--- config.mk ---
export PLATFORM = sky130hd
export DESIGN_NAME = vga_render_pipe
export DESIGN_NICKNAME = d
export VERILOG_FILES = /design/src/rtl/vga_pkg.sv /design/src/rtl/vga_obs_hit.sv /design/src/rtl/vga_render_pipe.sv
export SDC_FILE = /design/constraint.sdc
export NUM_CORES = 1
export LEC_CHECK = 0
export CAP_MARGIN = 20
export CORE_AREA = 2 2 233 235
export DETAILED_ROUTE_END_ITERATION = 8
export DIE_AREA = 0 0 235 237
export PLACE_DENSITY = 0.76
export SLEW_MARGIN = 20
export SYNTH_ARGS = -nofsm -noshare
export SYNTH_HDL_FRONTEND = slang
export SYNTH_SLANG_ARGS = --single-unit
--- constraint.sdc ---
create_clock -name clk -period 2.1 [get_ports clk]
set_input_delay 0.525 -clock clk [delete_from_list [all_inputs] [get_ports clk]]
set_output_delay 0.525 -clock clk [all_outputs]
set_load 0.05 [all_outputs]
--- src/rtl/vga_pkg.sv ---
// Shared definitions for the VGA render pipeline: game mode encoding and
// the 8-bit RRR_GGG_BB palette used by the colour stage.
package vga_pkg;

    typedef enum logic [1:0] {
        MODE_INIT  = 2'b00,
        MODE_RUN   = 2'b01,
        MODE_PAUSE = 2'b10,
        MODE_OVER  = 2'b11
    } gamemode_e;

    localparam logic [7:0] RGB_BG_INIT  = 8'b110_110_11;
    localparam logic [7:0] RGB_BG_RUN   = 8'b000_111_00;
    localparam logic [7:0] RGB_BG_PAUSE = 8'b111_111_00;
    localparam logic [7:0] RGB_BG_OVER  = 8'b111_000_00;
    localparam logic [7:0] RGB_COLLIDE  = 8'b111_111_11;
    localparam logic [7:0] RGB_PLAYER   = 8'b000_000_11;
    localparam logic [7:0] RGB_OBS      = 8'b111_011_00;
    localparam logic [7:0] RGB_OBS_OVER = 8'b011_000_00;

    // Background colour for a given game mode.
    function automatic logic [7:0] bg_colour(input gamemode_e mode);
        case (mode)
            MODE_INIT:  return RGB_BG_INIT;
            MODE_RUN:   return RGB_BG_RUN;
            MODE_PAUSE: return RGB_BG_PAUSE;
            default:    return RGB_BG_OVER;
        endcase
    endfunction

endpackage

--- src/rtl/vga_obs_hit.sv ---
// Single obstacle slot hit test. A slot with left==right and top==bottom is
// an empty slot; otherwise the rectangle is half-open [left,right)x[top,bottom).
module vga_obs_hit #(
    parameter int XW = 10,
    parameter int YW = 9
) (
    input  logic [XW-1:0] pix_x_i,
    input  logic [YW-1:0] pix_y_i,
    input  logic [XW-1:0] left_i,
    input  logic [XW-1:0] right_i,
    input  logic [YW-1:0] top_i,
    input  logic [YW-1:0] bottom_i,
    output logic          hit_o
);

    logic disabled;

    assign disabled = (left_i == right_i) && (top_i == bottom_i);

    // Inverted or empty ranges fall out of the compares naturally.
    assign hit_o = !disabled
                && (pix_x_i >= left_i) && (pix_x_i < right_i)
                && (pix_y_i >= top_i)  && (pix_y_i < bottom_i);

endmodule

--- src/rtl/vga_render_pipe.sv ---
// Two-stage pixel colour pipeline. Game state is sampled into shadow
// registers on frame_start so a frame is always rendered from one snapshot.
// Stage 1 resolves object hits, stage 2 resolves colour priority.
module vga_render_pipe
    import vga_pkg::*;
#(
    parameter int N_OBS        = 10,
    parameter int XW           = 10,
    parameter int YW           = 9,
    parameter int PLAYER_X     = 160,
    parameter int PLAYER_SIZE  = 40,
    parameter int BLINK_FRAMES = 30
) (
    input  logic                  clk,
    input  logic                  rst_n,
    input  logic [XW-1:0]         pix_x,
    input  logic [YW-1:0]         pix_y,
    input  logic                  pix_valid,
    input  logic                  frame_start,
    input  logic [1:0]            gamemode,
    input  logic [YW-1:0]         player_y,
    input  logic [N_OBS*2*XW-1:0] obstacle_x,
    input  logic [N_OBS*2*YW-1:0] obstacle_y,
    output logic [7:0]            rgb,
    output logic                  rgb_valid
);

    localparam int CW = (BLINK_FRAMES > 1) ? $clog2(BLINK_FRAMES) : 1;
    localparam logic [XW:0] PX_LO = (XW+1)'(PLAYER_X);
    localparam logic [XW:0] PX_HI = (XW+1)'(PLAYER_X + PLAYER_SIZE);

    // Shadow state; armed_q keeps the player hidden until the first snapshot.
    gamemode_e             mode_q;
    logic [YW-1:0]         player_y_q;
    logic [N_OBS*2*XW-1:0] obs_x_q;
    logic [N_OBS*2*YW-1:0] obs_y_q;
    logic                  armed_q;

    logic [CW-1:0] frame_cnt_q, frame_cnt_d;
    logic          blink_q, blink_d;

    logic          player_hit_d, obs_hit_d;
    logic [N_OBS-1:0] obs_hits;
    logic [YW:0]   py_hi;

    logic          valid1_q, player1_q, obs1_q, coll1_q, blink1_q;
    gamemode_e     mode1_q;
    logic          show_player;

    logic [7:0]    rgb_d, rgb_q;
    logic          rgb_valid_q;

    // Snapshot game state at the start of vertical blanking.
    // NOTE: sequential state uses <= so every register samples pre-edge values.
    always_ff @(posedge clk or negedge rst_n) begin
        if (!rst_n) begin
            mode_q     <= MODE_INIT;
            player_y_q <= '0;
            obs_x_q    <= '0;
            obs_y_q    <= '0;
            armed_q    <= 1'b0;
        end else if (frame_start) begin
            mode_q     <= gamemode_e'(gamemode);
            player_y_q <= player_y;
            obs_x_q    <= obstacle_x;
            obs_y_q    <= obstacle_y;
            armed_q    <= 1'b1;
        end
    end

    // Blink counter next state: wrap at BLINK_FRAMES-1 and flip the phase.
    // NOTE: defaults first so no path leaves a variable unassigned (no latch).
    always_comb begin
        frame_cnt_d = frame_cnt_q;
        blink_d     = blink_q;
        if (frame_start) begin
            if (frame_cnt_q == CW'(BLINK_FRAMES - 1)) begin
                frame_cnt_d = '0;
                blink_d     = ~blink_q;
            end else begin
                frame_cnt_d = frame_cnt_q + 1'b1;
            end
        end
    end

    // Blink counter register.
    always_ff @(posedge clk or negedge rst_n) begin
        if (!rst_n) begin
            frame_cnt_q <= '0;
            blink_q     <= 1'b0;
        end else begin
            frame_cnt_q <= frame_cnt_d;
            blink_q     <= blink_d;
        end
    end

    // One comparator per obstacle slot, OR-reduced into a single hit.
    for (genvar i = 0; i < N_OBS; i++) begin : g_obs
        vga_obs_hit #(.XW(XW), .YW(YW)) u_obs_hit (
            .pix_x_i  (pix_x),
            .pix_y_i  (pix_y),
            .left_i   (obs_x_q[i*2*XW +: XW]),
            .right_i  (obs_x_q[i*2*XW+XW +: XW]),
            .top_i    (obs_y_q[i*2*YW +: YW]),
            .bottom_i (obs_y_q[i*2*YW+YW +: YW]),
            .hit_o    (obs_hits[i])
        );
    end

    assign obs_hit_d = |obs_hits;

    // Player box compare in one extra bit so a low player never wraps to the top.
    assign py_hi        = {1'b0, player_y_q} + (YW+1)'(PLAYER_SIZE);
    assign player_hit_d = armed_q
                       && ({1'b0, pix_x} >= PX_LO) && ({1'b0, pix_x} < PX_HI)
                       && ({1'b0, pix_y} >= {1'b0, player_y_q})
                       && ({1'b0, pix_y} < py_hi);

    // Stage 1: register hit flags together with the mode/phase they apply to.
    always_ff @(posedge clk or negedge rst_n) begin
        if (!rst_n) begin
            valid1_q  <= 1'b0;
            player1_q <= 1'b0;
            obs1_q    <= 1'b0;
            coll1_q   <= 1'b0;
            mode1_q   <= MODE_INIT;
            blink1_q  <= 1'b0;
        end else begin
            valid1_q  <= pix_valid;
            player1_q <= player_hit_d;
            obs1_q    <= obs_hit_d;
            coll1_q   <= player_hit_d && obs_hit_d;
            mode1_q   <= mode_q;
            blink1_q  <= blink_q;
        end
    end

    assign show_player = (mode1_q != MODE_PAUSE) || blink1_q;

    // Colour priority: collision > player > obstacle > background; black when idle.
    always_comb begin
        rgb_d = '0;
        if (valid1_q) begin
            if (coll1_q && show_player)
                rgb_d = RGB_COLLIDE;
            else if (player1_q && show_player)
                rgb_d = RGB_PLAYER;
            else if (obs1_q)
                rgb_d = (mode1_q == MODE_OVER) ? RGB_OBS_OVER : RGB_OBS;
            else
                rgb_d = bg_colour(mode1_q);
        end
    end

    // Stage 2: registered colour output.
    always_ff @(posedge clk or negedge rst_n) begin
        if (!rst_n) begin
            rgb_q       <= '0;
            rgb_valid_q <= 1'b0;
        end else begin
            rgb_q       <= rgb_d;
            rgb_valid_q <= valid1_q;
        end
    end

    assign rgb       = rgb_q;
    assign rgb_valid = rgb_valid_q;

endmodule

==> impl.org, run 1 <==
** Drt
- In the final routed layout, each cell accounts on average for roughly 22 um.
- 1st-pass router iterations :: 7
- Vias per std cell :: 5.534
- In the routed design, unresolved DRC markers number 0.
- Total routed wirelength :: a little over 90000 um
- Antenna Nets Post-Route :: 0
- In this run, the number of DRC markers left after iteration 0 of detailed routing was ~1800.
- Detailed routing inserted a total of roughly 24000 vias.

** Power
- Share of power burned in registers :: between 30% and 40%
- Switching portion of total power :: between 30% and 40%
- Per report_power, the combinational group accounts for between 20% and 30% of the total.
- Standby leakage power :: between 15 and 20 nW
- IR drop worst, VDD :: 0.0005289 V
- The internal power of the cells totals between 0.015 and 0.02 W.
- Dividing total power by cell area gives a power density of 694.2 mW/mm2.
- Per report_power, the clock group accounts for between 30 and 40% of the total.
- Switch Pwr :: 0.007561 W

** Layout
- Layout fillers :: about 4200
- Area growth from synthesis to layout :: 37.97%
- The final layout contains between 4000 and 5000 nets.
- The finished cells cover 0.03549 mm2.
- Of the cells placed in the final design, the portion with a size suffix greater than 1 is 16.37%.

** Placement
- Timing analysis after detailed placement gives a worst setup slack of -1.506 ns.
- DPL Wire Length :: just over 70000 um
- Placement Cell Area :: roughly 0.034 mm2
- Count of buffers inserted at the top-level ports :: 422
- Last weighted congestion value of the routability-driven placer :: approximately 0.96

** Synthesis
- sky130_fd_sc_hd__dfrtp_1 is the most common cell in the netlist.
- Most area-consuming cells after synthesis :: sky130_fd_sc_hd__dfrtp_1 40%, sky130_fd_sc_hd__ha_1 19%, sky130_fd_sc_hd__o21ai_0 7.8%, sky130_fd_sc_hd__nand2_1 5.7%, sky130_fd_sc_hd__inv_1 5.3%
- Flip-flop and latch count after synthesis :: 413
- The synthesized design spends more area on one cell type than any other, namely sky130_fd_sc_hd__dfrtp_1.
- Post-synthesis async set-or-reset flop share :: 100.0%
- The cell area that synthesis handed to floorplanning was roughly 0.026 mm2.
- During synthesis, Yosys emitted a total of 0 warnings.
- Ranked by instance count, the synthesized netlist is headed by 413 x sky130_fd_sc_hd__dfrtp_1, 403 x sky130_fd_sc_hd__o21ai_0, 388 x sky130_fd_sc_hd__nand2_1.
- Synth top area share :: 40.18%
- Post-synthesis cell count :: 2774
- Count of different cell masters after synthesis :: between 60 and 70
- Yosys mapped a number of flops with a built-in enable equal to 0.
- Post-Synthesis Net Count :: ~3600
- Sequential elements use ~40% of the synthesized area.
- Average cell area after synthesis :: 9.273 um2
- In the synthesized netlist the dominant register cell turns out to be sky130_fd_sc_hd__dfrtp_1.

** STA
- Timing would allow up to about 0.4 GHz.
- In the post-route analysis, the smallest setup slack over all paths is -0.4399 ns.
- RSZ-0062 raised after global routing :: true
- Period minus WS final :: 2.540 ns
- Setup clock skew after layout :: 0.009731 ns
- Headroom to the max-slew limit came out at 63.54%.
- The number of hold violations in the final report was 0.
- Setup TNS :: -1.006 ns
- For the pin with the worst max-slew slack, the measured transition is between 0.5 and 0.6 ns.
- Setup violations remaining at the end of the flow were counted as 3.
- The count of pins over their slew limit was 0.
- The worst path uses 120.9% of the clock period.

** Outcome
- Outcome :: finished, violations left
- Violated checks :: negative setup slack

** CTS
- Clock transition time at the flip-flop clock pins of the worst setup and hold paths :: roughly 0.060 ns
- Counting every sink on the clock net gives a little over 400.
- Clock root buffer master :: sky130_fd_sc_hd__clkbuf_16
- In this run the deepest clock path goes through 3 buffers.
- TritonCTS clock tree :: done
- Counting the buffers created by CTS gives 47.
- Insertion delay to the later sink of the worst-skew pair :: between 0.5 and 0.6 ns
- The H-tree was split into 2 levels.

** Floorplanning
- For this configuration, the core starts out at a cell density of roughly half.
- Top Ports :: around 420
- In this run the vertical extent of the chip is approximately 240 um.
- The floorplan step defined a die boundary enclosing ~0.056 mm2.
- The core region is 0.05328 mm2.
- Site row count :: 85
- Width of the die :: ~240 um

** Critical path
- STA classifies the critical path startpoint as a flip-flop.
- Across all register-to-register paths, the minimum setup slack is -0.44 ns.
- Setup CP Type :: reg -> reg
- STA classifies the critical path endpoint as a flip-flop.
- Data arrives at the worst endpoint at roughly 3.0 ns.
- Of all nets on the critical path, the largest fanout is 2.
- Critical path required time :: between 2 and 3 ns

** Global route
- Entering global routing, the biggest net connects 72 pins.
- Global-route total usage across every layer :: 32.91%
- Wire length of the first global-routing pass :: 141300 um
- The number of antenna violations at the first check in global routing came to 3.
- The total overflow left after global routing is 0.
- The via count of the first global-routing pass is 24870.

** Worst hold path
- In this run the worst hold path is classified as in -> reg.

** Flow run
- Reported max-cap violation count :: 0
-- cell families (layout without fill, tap and decap cells) --
logic type	count (synthesis)	in the layout	share of synthesized area, %
buffers and inverters	450	1269	6.581
AND/OR/NAND/NOR	606	606	10.70
multiplexers	44	44	1.921
XOR/XNOR	195	195	6.639
flip-flops	413	413	40.18
other	0	3	0
adder cells (fa/ha/maj)	382	382	18.58
AO/OA/AOI/OAI	684	684	15.41
-- stage by stage --
stage	hold WS, ns	util [%]	cells	power, W
final	0.3291	66.61	4292	0.02464
after floorplan	0.2294	-	2774	0.01251
after detailed placement	0.3618	63.06	4195	0.01597
after global placement	0.3641	63.06	4195	0.01569
after CTS	0.2962	66.40	4284	0.02456
after global routing	0.3357	66.60	4290	0.02580
-- layer usage --
layer	track usage (%)	vias to the layer above	share of wire [%]
met5	0	-	0
met4	17.01	0	5.8
met3	6.120	273	7.3
met2	54.22	991	47
met1	41.33	11440	40
li1	-	11040	-
-- flip-flops by register name (all words and copies together) (netlist names) --
signal	count
frame_cnt_q	5
coll1_q	1
mode1_q	2
obs1_q	1
obs_y_q	180
player1_q	1
blink_q	1
rgb	7
rgb_valid	1
player_y_q	9
blink1_q	1
obs_x_q	200
mode_q	2
armed_q	1
valid1_q	1
-- final timing paths --
path                             start  cells after the start          end
setup / recovery           obs_y_q[78]                     10      coll1_q
hold / removal             frame_start                      2  obs_y_q[38]
setup reg to reg           obs_y_q[78]                     10      coll1_q
hold reg to reg              mode_q[1]                      0   mode1_q[1]
max in group asynchronous        rst_n                      3       rgb[2]
min in group asynchronous        rst_n                      2  obs_y_q[58]
-- timing repair --
item,CTS,global route
cloned,0,0
endpoints found under the hold margin,29,0
setup buffers,4,5
setup endpoints to repair,12,3
resized for setup,63,12
hold buffers,1,0
pin swaps,21,9
-- worst max-delay path, cell delays in order, from the launching register on --
cell and delay (ns):
sky130_fd_sc_hd__dfrtp_1 0.38, sky130_fd_sc_hd__inv_1 0.13, sky130_fd_sc_hd__ha_1 0.26, sky130_fd_sc_hd__or4_1 0.53, sky130_fd_sc_hd__and4_1 0.22, sky130_fd_sc_hd__nand4_1 0.15, sky130_fd_sc_hd__nor4_4 0.07, sky130_fd_sc_hd__a41o_1 0.22
sky130_fd_sc_hd__nor3b_2 0.19, sky130_fd_sc_hd__nand4_2 0.13, sky130_fd_sc_hd__and2_1 0.16
-- layout by cell type (no fill, tap or decap), types with 43 or more instances in the layout --
master                            count
sky130_fd_sc_hd__dfrtp_1            413
sky130_fd_sc_hd__o21ai_0            400
sky130_fd_sc_hd__clkdlybuf4s50_1    392
sky130_fd_sc_hd__nand2_1            388
sky130_fd_sc_hd__buf_4              377
sky130_fd_sc_hd__ha_1               375
sky130_fd_sc_hd__inv_1              352
sky130_fd_sc_hd__xnor2_1             99
sky130_fd_sc_hd__xor2_1              96
sky130_fd_sc_hd__a21oi_1             81
sky130_fd_sc_hd__nand4_1             50
sky130_fd_sc_hd__clkbuf_16           49
sky130_fd_sc_hd__a21o_1              44
sky130_fd_sc_hd__mux2_2              43
-- layout make-up --
class                   count  area [um2]  area share (%)
multi-input cells        1911       13930           39.25
flip-flops and latches    413       10330           29.12
repair buffers            821        7397           20.84
inverters                 364        1375           3.874
clock buffers              60        1308           3.684
well taps                 696       870.8           2.454
clock inverters            24       267.8          0.7544
diodes                      3       7.507         0.02115
-- power by group through the flow --
stage                     combinational, W  clock [W]  sequential (W)
final                              0.00675    0.00853         0.00935
after global routing               0.00743    0.00893         0.00943
after CTS                          0.00662    0.00860         0.00934
after detailed placement           0.00651          0         0.00947
after global placement             0.00627          0         0.00942
after floorplan                    0.00308          0         0.00943
Power figures use the tool's default switching activity.
==> run 2: changes to the inputs <==
CTS_CLUSTER_SIZE = 10   (was default)
==> run 2 against run 1 <==
Against the previous run:
- the flow still finishes with violations (negative setup slack)
- clock power is 6.4% lower
- combinational power is essentially flat
- worst setup slack improved by 0.047 ns
- global-route usage rose by 0.20 points
- clock skew increased by 0.0071 ns
- critical path type unchanged
- critical endpoint unchanged
- largest cell class unchanged
==> impl.org, run 2 (synthesis results as in run 1) <==
** Layout
- Post-route cell area :: 0.03538 mm2 (-0.33%)
- In the final layout, the registers with the most flip-flops are obs_x_q x200, obs_y_q x180, player_y_q x9.
- Fraction of layout cells with a size suffix above 1 :: 16.06% (-0.31 points)
- The register with the most flip-flops in the final layout is obs_x_q.
- The final-stage net count is 4358 (+0.092%).
- The number of flip-flops under the largest register name was 200 (unchanged).
- In the layout the commonest cells are 413 x sky130_fd_sc_hd__dfrtp_1, 400 x sky130_fd_sc_hd__o21ai_0, 392 x sky130_fd_sc_hd__clkdlybuf4s50_1.
- Most common library cell in the layout ignoring fill and taps :: sky130_fd_sc_hd__dfrtp_1
- Compared with the post-synthesis result, the final layout area differs by 37.51%.

** Critical path
- Setup CP Type :: reg -> reg
- The buffer and inverter count on the worst path is 2 (+1).
- Worst path cell trace :: inv_2 -> ha_4 -> buf_6 -> or4_4 -> a21oi_2 -> o21ai_1 -> nand4_1 -> nor4_4 -> a41o_1 -> nor3b_2 -> nand4_2 -> and2_1
- CP max stage delay :: 0.54 ns (about the same)
- STA classifies the critical path startpoint as a flip-flop.
- Critical path arrival :: 2.98 ns (-0.03 ns)
- Critical path required time :: 2.59 ns (+0.02 ns)
- Slowest cell on crit path :: sky130_fd_sc_hd__or4_4
- The instance count on the critical path was 12 (+2).
- Number of cells on the worst reg-to-reg path :: 12 (+2)
- The maximum fanout encountered on the critical timing path came to 3 (+1).
- Kind of cell adding the most delay to the critical path :: simple AND/OR/NAND/NOR gates
- The worst setup path is captured at a flip-flop.

** Floorplanning
- The total core area came to 0.05328 mm2 (unchanged).
- Site row count :: 85 (unchanged)
- Effective utilization at floorplan :: 48.28% (unchanged)
- The top-level I/O count is 423 (unchanged).
- Total die area :: 0.05570 mm2 (unchanged)
- Die Y-Extent :: 237 um (unchanged)
- The die width was 235 um (unchanged).

** Placement
- Last weighted congestion value of the routability-driven placer :: 0.9625 (unchanged)
- The post-placement cell area was 0.03360 mm2 (unchanged).
- The HPWL reported at the end of detailed placement is 72460 um (unchanged).
- The setup slack at placement was -1.506 ns (unchanged).
- The total of buffers placed on input and output ports is 422 (unchanged).

** CTS
- The clock insertion delay at the later pin of the skew report is 0.60 ns (about the same).
- The clock buffer count from CTS was 49 (+4.3%).
- Buffer levels on the longest clock path :: 3 (unchanged)
- TritonCTS built the clock tree.
- The root buffer cell chosen for the clock tree is sky130_fd_sc_hd__clkbuf_16.
- The H-tree depth reported by CTS came to 2 (unchanged).
- The number of clock sinks is 413 (unchanged).
- The clock-pin transition on the worst setup and hold timing paths came to 0.06 ns (about the same).

** STA
- RSZ-0062 raised after global routing :: true
- The minimum setup slack in the final design was -0.3932 ns (+0.04670 ns).
- Part of the cycle the worst path needs :: 118.7% (-2.2 points)
- The maximum frequency from static timing analysis is 0.4011 GHz (+1.9%).
- Slew of the pin with the lowest slew margin :: 0.4943 ns (-0.04551 ns)
- Fin Hold WS :: 0.3049 ns (-0.02425 ns)
- The worst max-slew margin expressed relative to the limit is 66.75% (+3.2 points).
- Period minus WS final :: 2.493 ns (-0.04670 ns)
- Final slew viol count :: 0 (unchanged)
- Setup-failing EPs final :: 3 (unchanged)
- The number of hold violations in the final report was 0 (unchanged).
- Setup clock skew after layout :: 0.01682 ns (+0.007091 ns)

** Drt
- Remaining design rule violation count :: 0 (unchanged)
- The detailed-routing wirelength on met1 is 37180 um (-0.12%).
- Via Count :: 23800 (+0.19%)
- The met3 routed wirelength is 6894 um (+2.8%).
- Number of violations reported at the end of detailed-routing iteration 0 :: 1886 (+7.6%)
- 1st-pass router iterations :: 8 (+1)
- The detailed route wirelength on metal2 was 43410 um (+0.98%).
- The number of nets with antenna violations after routing came to 0 (unchanged).
- Total routed wirelength :: 92770 um (+0.51%)
- The detailed router used layers up to and including met5.
- The average via count per standard cell was 5.558 (+0.44%).
- Routed length per placed instance :: 21.67 um (+0.77%)

** Power
- The switching portion of total power came to 30.83% (+0.14 points).
- Standby leakage power :: 17.12 nW (-0.40%)
- The power density relative to cell area came to 681.3 mW/mm2 (-1.8%).
- The worst-case vdd ir drop came to 0.0005898 V (+12%).
- The switching power summed over all nets was 0.007430 W (-1.7%).
- The internal power of the cells is 0.01667 W (-2.4%).
- Combinational share of power :: 28.1% (+0.7 points)
- Clk pwr share :: 33.1% (-1.5 points)
- Share of power burned in registers :: 38.8% (+0.9 points)

** Worst hold path
- The tightest min-delay check is of the in -> reg type.
- The worst hold path cell count was 2 (unchanged).

** Global route
- The global-route usage over all layers was 33.11% (+0.20 points).
- GR Overflow Total :: 0 (unchanged)
- Wire length of the first global-routing pass :: 142100 um (+0.56%)
- Antenna violations before repair :: 5 (+2)
- The pin count of the biggest net entering global routing was 72 (unchanged).
- The via count of the first global-routing pass was 24960 (+0.34%).

** Flow run
- The max-cap violation count was 0 (unchanged).

** Outcome
- Outcome :: finished, violations left
- Violated checks :: negative setup slack
## run 2: cell count changes in the layout (fill, tap and decap cells not counted), moves of 2 or more
cell,delta
sky130_fd_sc_hd__clkinv_4,-3
sky130_fd_sc_hd__clkbuf_1,+5
sky130_fd_sc_hd__clkinvlp_4,-3
sky130_fd_sc_hd__inv_2,+2
sky130_fd_sc_hd__bufinv_16,-4
sky130_fd_sc_hd__clkinv_2,-11
sky130_fd_sc_hd__clkbuf_16,+2
## run 2: layer usage
metal / GRT usage, % / vias to the layer above
met5: 0 / -
li1: - / 11050
met2: 54.89 / 981
met3: 6.377 / 275
met1: 41.47 / 11490
met4: 16.30 / 2
## run 2: metrics by stage
step | TNS (ns) | util (%) | total power (W) | cells
global route | -1.156 | 66.38 | 0.02522 | 4278
global placement | -3.852 | 63.06 | 0.01569 | 4195
CTS | -0.6145 | 66.16 | 0.02404 | 4271
detailed placement | -4.182 | 63.06 | 0.01597 | 4195
floorplan | -0.5082 | - | 0.01251 | 2774
finish | -0.8213 | 66.39 | 0.02410 | 4281
## run 2: worst reg2reg max path: stages (launching register included)
cell	delay, ns
sky130_fd_sc_hd__dfrtp_1	0.36
sky130_fd_sc_hd__inv_2	0.07
sky130_fd_sc_hd__ha_4	0.18
sky130_fd_sc_hd__buf_6	0.11
sky130_fd_sc_hd__or4_4	0.54
sky130_fd_sc_hd__a21oi_2	0.14
sky130_fd_sc_hd__o21ai_1	0.08
sky130_fd_sc_hd__nand4_1	0.15
sky130_fd_sc_hd__nor4_4	0.07
sky130_fd_sc_hd__a41o_1	0.22
sky130_fd_sc_hd__nor3b_2	0.18
sky130_fd_sc_hd__nand4_2	0.12
sky130_fd_sc_hd__and2_1	0.16
## run 2: cell type report
type                            instances  area, um2
Antenna cell                            4      10.01
Clock buffer                           67       1376
Clock inverter                          3      43.79
Fill cell                            4199      17910
Inverter                              364       1373
Multi-Input combinational cell       1911      13950
Sequential cell                       413      10330
Tap cell                              696      870.8
Timing Repair Buffer                  823       7416
## run 2: timing repair
action	CTS	global route
resized for setup	66	14
endpoints found under the setup margin	12	3
pin swaps	22	9
hold buffers	1	0
buffers inserted	5	6
hold endpoints to repair	29	0
## run 2: worst paths after layout
kind	start	endpoint	slack, ns
setup / recovery	obs_y_q[80]	coll1_q	-0.39
hold / removal	frame_start	obs_y_q[38]	0.30
setup reg to reg	obs_y_q[80]	coll1_q	-0.39
hold reg to reg	mode_q[1]	mode1_q[1]	0.39
max in group asynchronous	rst_n	obs_y_q[118]	0.87
min in group asynchronous	rst_n	obs_y_q[58]	0.46
## run 2: power groups by stage
stage | clock network [W] | logic, W | registers, W
after floorplan | 0 | 0.00308 | 0.00943
after global placement | 0 | 0.00627 | 0.00942
after detailed placement | 0 | 0.00651 | 0.00947
after CTS | 0.00805 | 0.00665 | 0.00934
after global routing | 0.00836 | 0.00743 | 0.00944
final | 0.00798 | 0.00677 | 0.00935
==> run 3: changes to the inputs <==
CTS_CLUSTER_SIZE = default   (was 10)
RECOVER_POWER = 25   (was default)
==> run 3 against run 2 <==
Against the previous run:
- the flow finishes with violations (max-capacitance violations, max-slew violations, negative setup slack)
- design area barely moved
- critical path depth fell by 2
- largest power group unchanged
- power rose by 2.1%
- register-to-register slack got worse by 0.04 ns
- clock power rose by 6.9%
- count of clock-buffer cells in the layout fell by 7
- clock skew fell by 0.0061 ns
- fmax fell by 1.6%
- cell count rose by 0.26%
- critical endpoint unchanged
==> impl.org, run 3 (synthesis results as in run 1) <==
** Layout
- Most common library cell in the layout ignoring fill and taps :: sky130_fd_sc_hd__dfrtp_1
- Area growth from synthesis to layout :: 37.46% (about the same)
- The share of final-layout standard cells stronger than drive strength 1 is 16.34% (+0.28 points).
- The register with the most flip-flops in the final layout is obs_x_q.
- The number of flip-flops under the largest register name came to 200 (unchanged).
- Final core utilization :: 66.36% (about the same)
- The filler cell count was 4240 (+0.98%).
- The library cells used most frequently in the layout, excluding fill and tap cells, are 413 x sky130_fd_sc_hd__dfrtp_1, 400 x sky130_fd_sc_hd__o21ai_0, 391 x sky130_fd_sc_hd__clkdlybuf4s50_1.
- Post-route cell area :: 0.03536 mm2 (about the same)
- Largest registers :: obs_x_q x200, obs_y_q x180, player_y_q x9
- The final-stage net count was 4354 (-0.092%).

** Outcome
- Outcome :: finished, violations left
- The final reports fail on max-capacitance violations, max-slew violations, negative setup slack.

** Floorplanning
- The die width came to 235 um (unchanged).
- The die area came to 0.05570 mm2 (unchanged).
- Die Y-Extent :: 237 um (unchanged)
- The number of rows in the core area came to 85 (unchanged).
- The top-level I/O count is 423 (unchanged).
- The initial core utilization was 48.28% (unchanged).
- The total core area is 0.05328 mm2 (unchanged).

** Critical path
- Worst path cell trace :: inv_1 -> ha_1 -> or4_1 -> and4_1 -> nand4_1 -> nor4_4 -> a41o_1 -> nor3b_2 -> nand4_2 -> and2_1
- The internal reg-to-reg setup slack came to -0.43 ns (-0.04 ns).
- The buffer and inverter count on the worst path came to 1 (-1).
- Setup CP Type :: reg -> reg
- CP max stage delay :: 0.53 ns (about the same)
- Critical path required time :: 2.57 ns (-0.02 ns)
- In this design, the largest share of critical-path delay is due to simple AND/OR/NAND/NOR gates.
- The maximum fanout encountered on the critical timing path is 2 (-1).
- Slowest cell on crit path :: sky130_fd_sc_hd__or4_1
- The arrival time of data at the critical path endpoint was 3.00 ns (+0.02 ns).
- The worst setup path is captured at a flip-flop.
- Crit path launch type :: flip-flop

** STA
- The final total negative setup slack is -1.730 ns (-0.9083 ns).
- Setup repair after global routing could not meet its margin everywhere.
- Fin Hold WS :: 0.3843 ns (+0.07946 ns)
- The count of pins over their slew limit was 41 (+41).
- Period minus WS final :: 2.534 ns (+0.04080 ns)
- The post-route clock skew was 0.01073 ns (-0.006091 ns).
- Highest attainable clock frequency :: 0.3946 GHz (-1.6%)
- Setup-failing EPs final :: 32 (+29)
- The fraction of the cycle the final worst path needs was 120.7% (+1.9 points).
- The worst max-slew margin expressed relative to the limit was -6.837% (-74 points).
- Slew of the pin with the lowest slew margin :: 1.603 ns (+1.108 ns)
- The minimum setup slack in the final design came to -0.4340 ns (-0.04080 ns).
- The number of hold violations in the final report came to 0 (unchanged).

** CTS
- The clock insertion delay at the later pin of the skew report was 0.59 ns (about the same).
- Buffer levels on the longest clock path :: 3 (unchanged)
- TritonCTS built the clock tree.
- The clock buffer count from CTS is 47 (-4.1%).
- The clock-pin transition on the worst setup and hold timing paths is 0.06 ns (about the same).
- H-tree depth :: 2 (unchanged)
- Clock root buffer master :: sky130_fd_sc_hd__clkbuf_16
- The number of clock sinks was 413 (unchanged).

** Drt
- The sum of routed wire length over all layers is 92260 um (-0.55%).
- 1st-pass router iterations :: 7 (-1)
- Vias per std cell :: 5.529 (-0.52%)
- The total via count after detailed routing is 23730 (-0.27%).
- The number of DRC violations after detailed routing came to 0 (unchanged).
- Routed length per placed instance :: 21.50 um (-0.81%)
- Number of violations reported at the end of detailed-routing iteration 0 :: 1751 (-7.2%)
- The number of nets with antenna violations after routing is 0 (unchanged).

** Placement
- The final weighted congestion of routability-driven global placement came to 0.9625 (unchanged).
- DPL Wire Length :: 72460 um (unchanged)
- Setup slack after placement :: -1.506 ns (unchanged)
- The post-placement cell area was 0.03360 mm2 (unchanged).
- The total of buffers placed on input and output ports came to 422 (unchanged).

** Flow run
- Reported max-cap violation count :: 1 (+1)

** Global route
- Global-route total usage across every layer :: 32.91% (-0.20 points)
- Antenna violations before repair :: 3 (-2)
- The first-pass GRT wire length was 141300 um (-0.55%).
- The via count of the first global-routing pass was 24870 (-0.34%).
- The aggregate global routing overflow is 0 (unchanged).
- Pin count of the biggest net entering global routing :: 72 (unchanged)

** Power
- The power density relative to cell area came to 695.9 mW/mm2 (+2.1%).
- The static leakage was 17.14 nW (+0.13%).
- The worst-case vdd ir drop was 0.0005291 V (-10%).

** Worst hold path
- Min-Delay Path Class :: reg -> reg
## run 3: changes by cell type in the layout (fill, tap and decap cells not counted), moves of 2 or more
cell / previous run / this run
sky130_fd_sc_hd__clkinv_4: 0 / 3
sky130_fd_sc_hd__clkbuf_1: 12 / 8
sky130_fd_sc_hd__clkinv_2: 1 / 12
sky130_fd_sc_hd__inv_2: 11 / 9
sky130_fd_sc_hd__buf_4: 378 / 374
sky130_fd_sc_hd__buf_12: 19 / 12
sky130_fd_sc_hd__bufinv_16: 1 / 5
sky130_fd_sc_hd__clkbuf_16: 51 / 49
sky130_fd_sc_hd__clkbuf_2: 0 / 10
sky130_fd_sc_hd__clkinvlp_4: 1 / 4
sky130_fd_sc_hd__buf_8: 3 / 1
## run 3: cell type report
type                       count  area [um2]  share of cell area [%]
inverter                     364        1375                   3.889
timing repair buffer         821        7266                   20.55
tap                          696       870.8                   2.463
clock inverter                24       267.8                  0.7572
sequential                   413       10330                   29.23
multi-input combinational   1911       13930                   39.40
antenna                        3       7.507                 0.02123
clock buffer                  60        1308                   3.698
## run 3: power breakdown
group	internal (W)	leakage, nW	switching [W]	total, W
clock	0.00502	0.776	0.00352	0.00853
sequential	0.00874	5.00	0.000604	0.00935
combinational	0.00329	11.4	0.00343	0.00672
total	0.0171	17.1	0.00755	0.0246
## run 3: worst paths after layout
path	start	end	depth (start not counted)
worst max-delay path	obs_y_q[78]	coll1_q	10
worst min-delay path	mode_q[1]	mode1_q[1]	0
worst max register to register	obs_y_q[78]	coll1_q	10
worst min register to register	mode_q[1]	mode1_q[1]	0
max in group asynchronous	rst_n	rgb[5]	3
min in group asynchronous	rst_n	obs_y_q[59]	2
## run 3: per-stage QoR
stage | total power [W] | cells
2_1_floorplan | 0.01251 | 2774
3_3_place_gp | 0.01569 | 4195
3_5_place_dp | 0.01597 | 4195
4_1_cts | 0.02456 | 4284
5_1_grt | 0.02577 | 4290
6_report | 0.02461 | 4292
## run 3: worst register-to-register path, delay by kind of cell (launching register included)
| kind | cells | cell delay (ns) |
|---|---|---|
| flops | 1 | 0.38 |
| buf+inv | 1 | 0.13 |
| simple gates | 7 | 1.44 |
| fa+ha+maj | 1 | 0.26 |
| compound gates | 1 | 0.22 |
## run 3: layer usage
| layer | track usage, % | share of wire [%] |
|---|---|---|
| met1 | 41.33 | 40 |
| met2 | 54.22 | 47 |
| met3 | 6.120 | 7.2 |
| met4 | 17.01 | 5.8 |
| met5 | 0 | 0 |
## run 3: repair_timing
action	4_1_cts	5_1_grt
hold buffers	1	0
gates resized for setup	63	12
pin swaps	21	9
buffers inserted	4	5
endpoints found under the setup margin	12	3
endpoints found under the hold margin	29	0
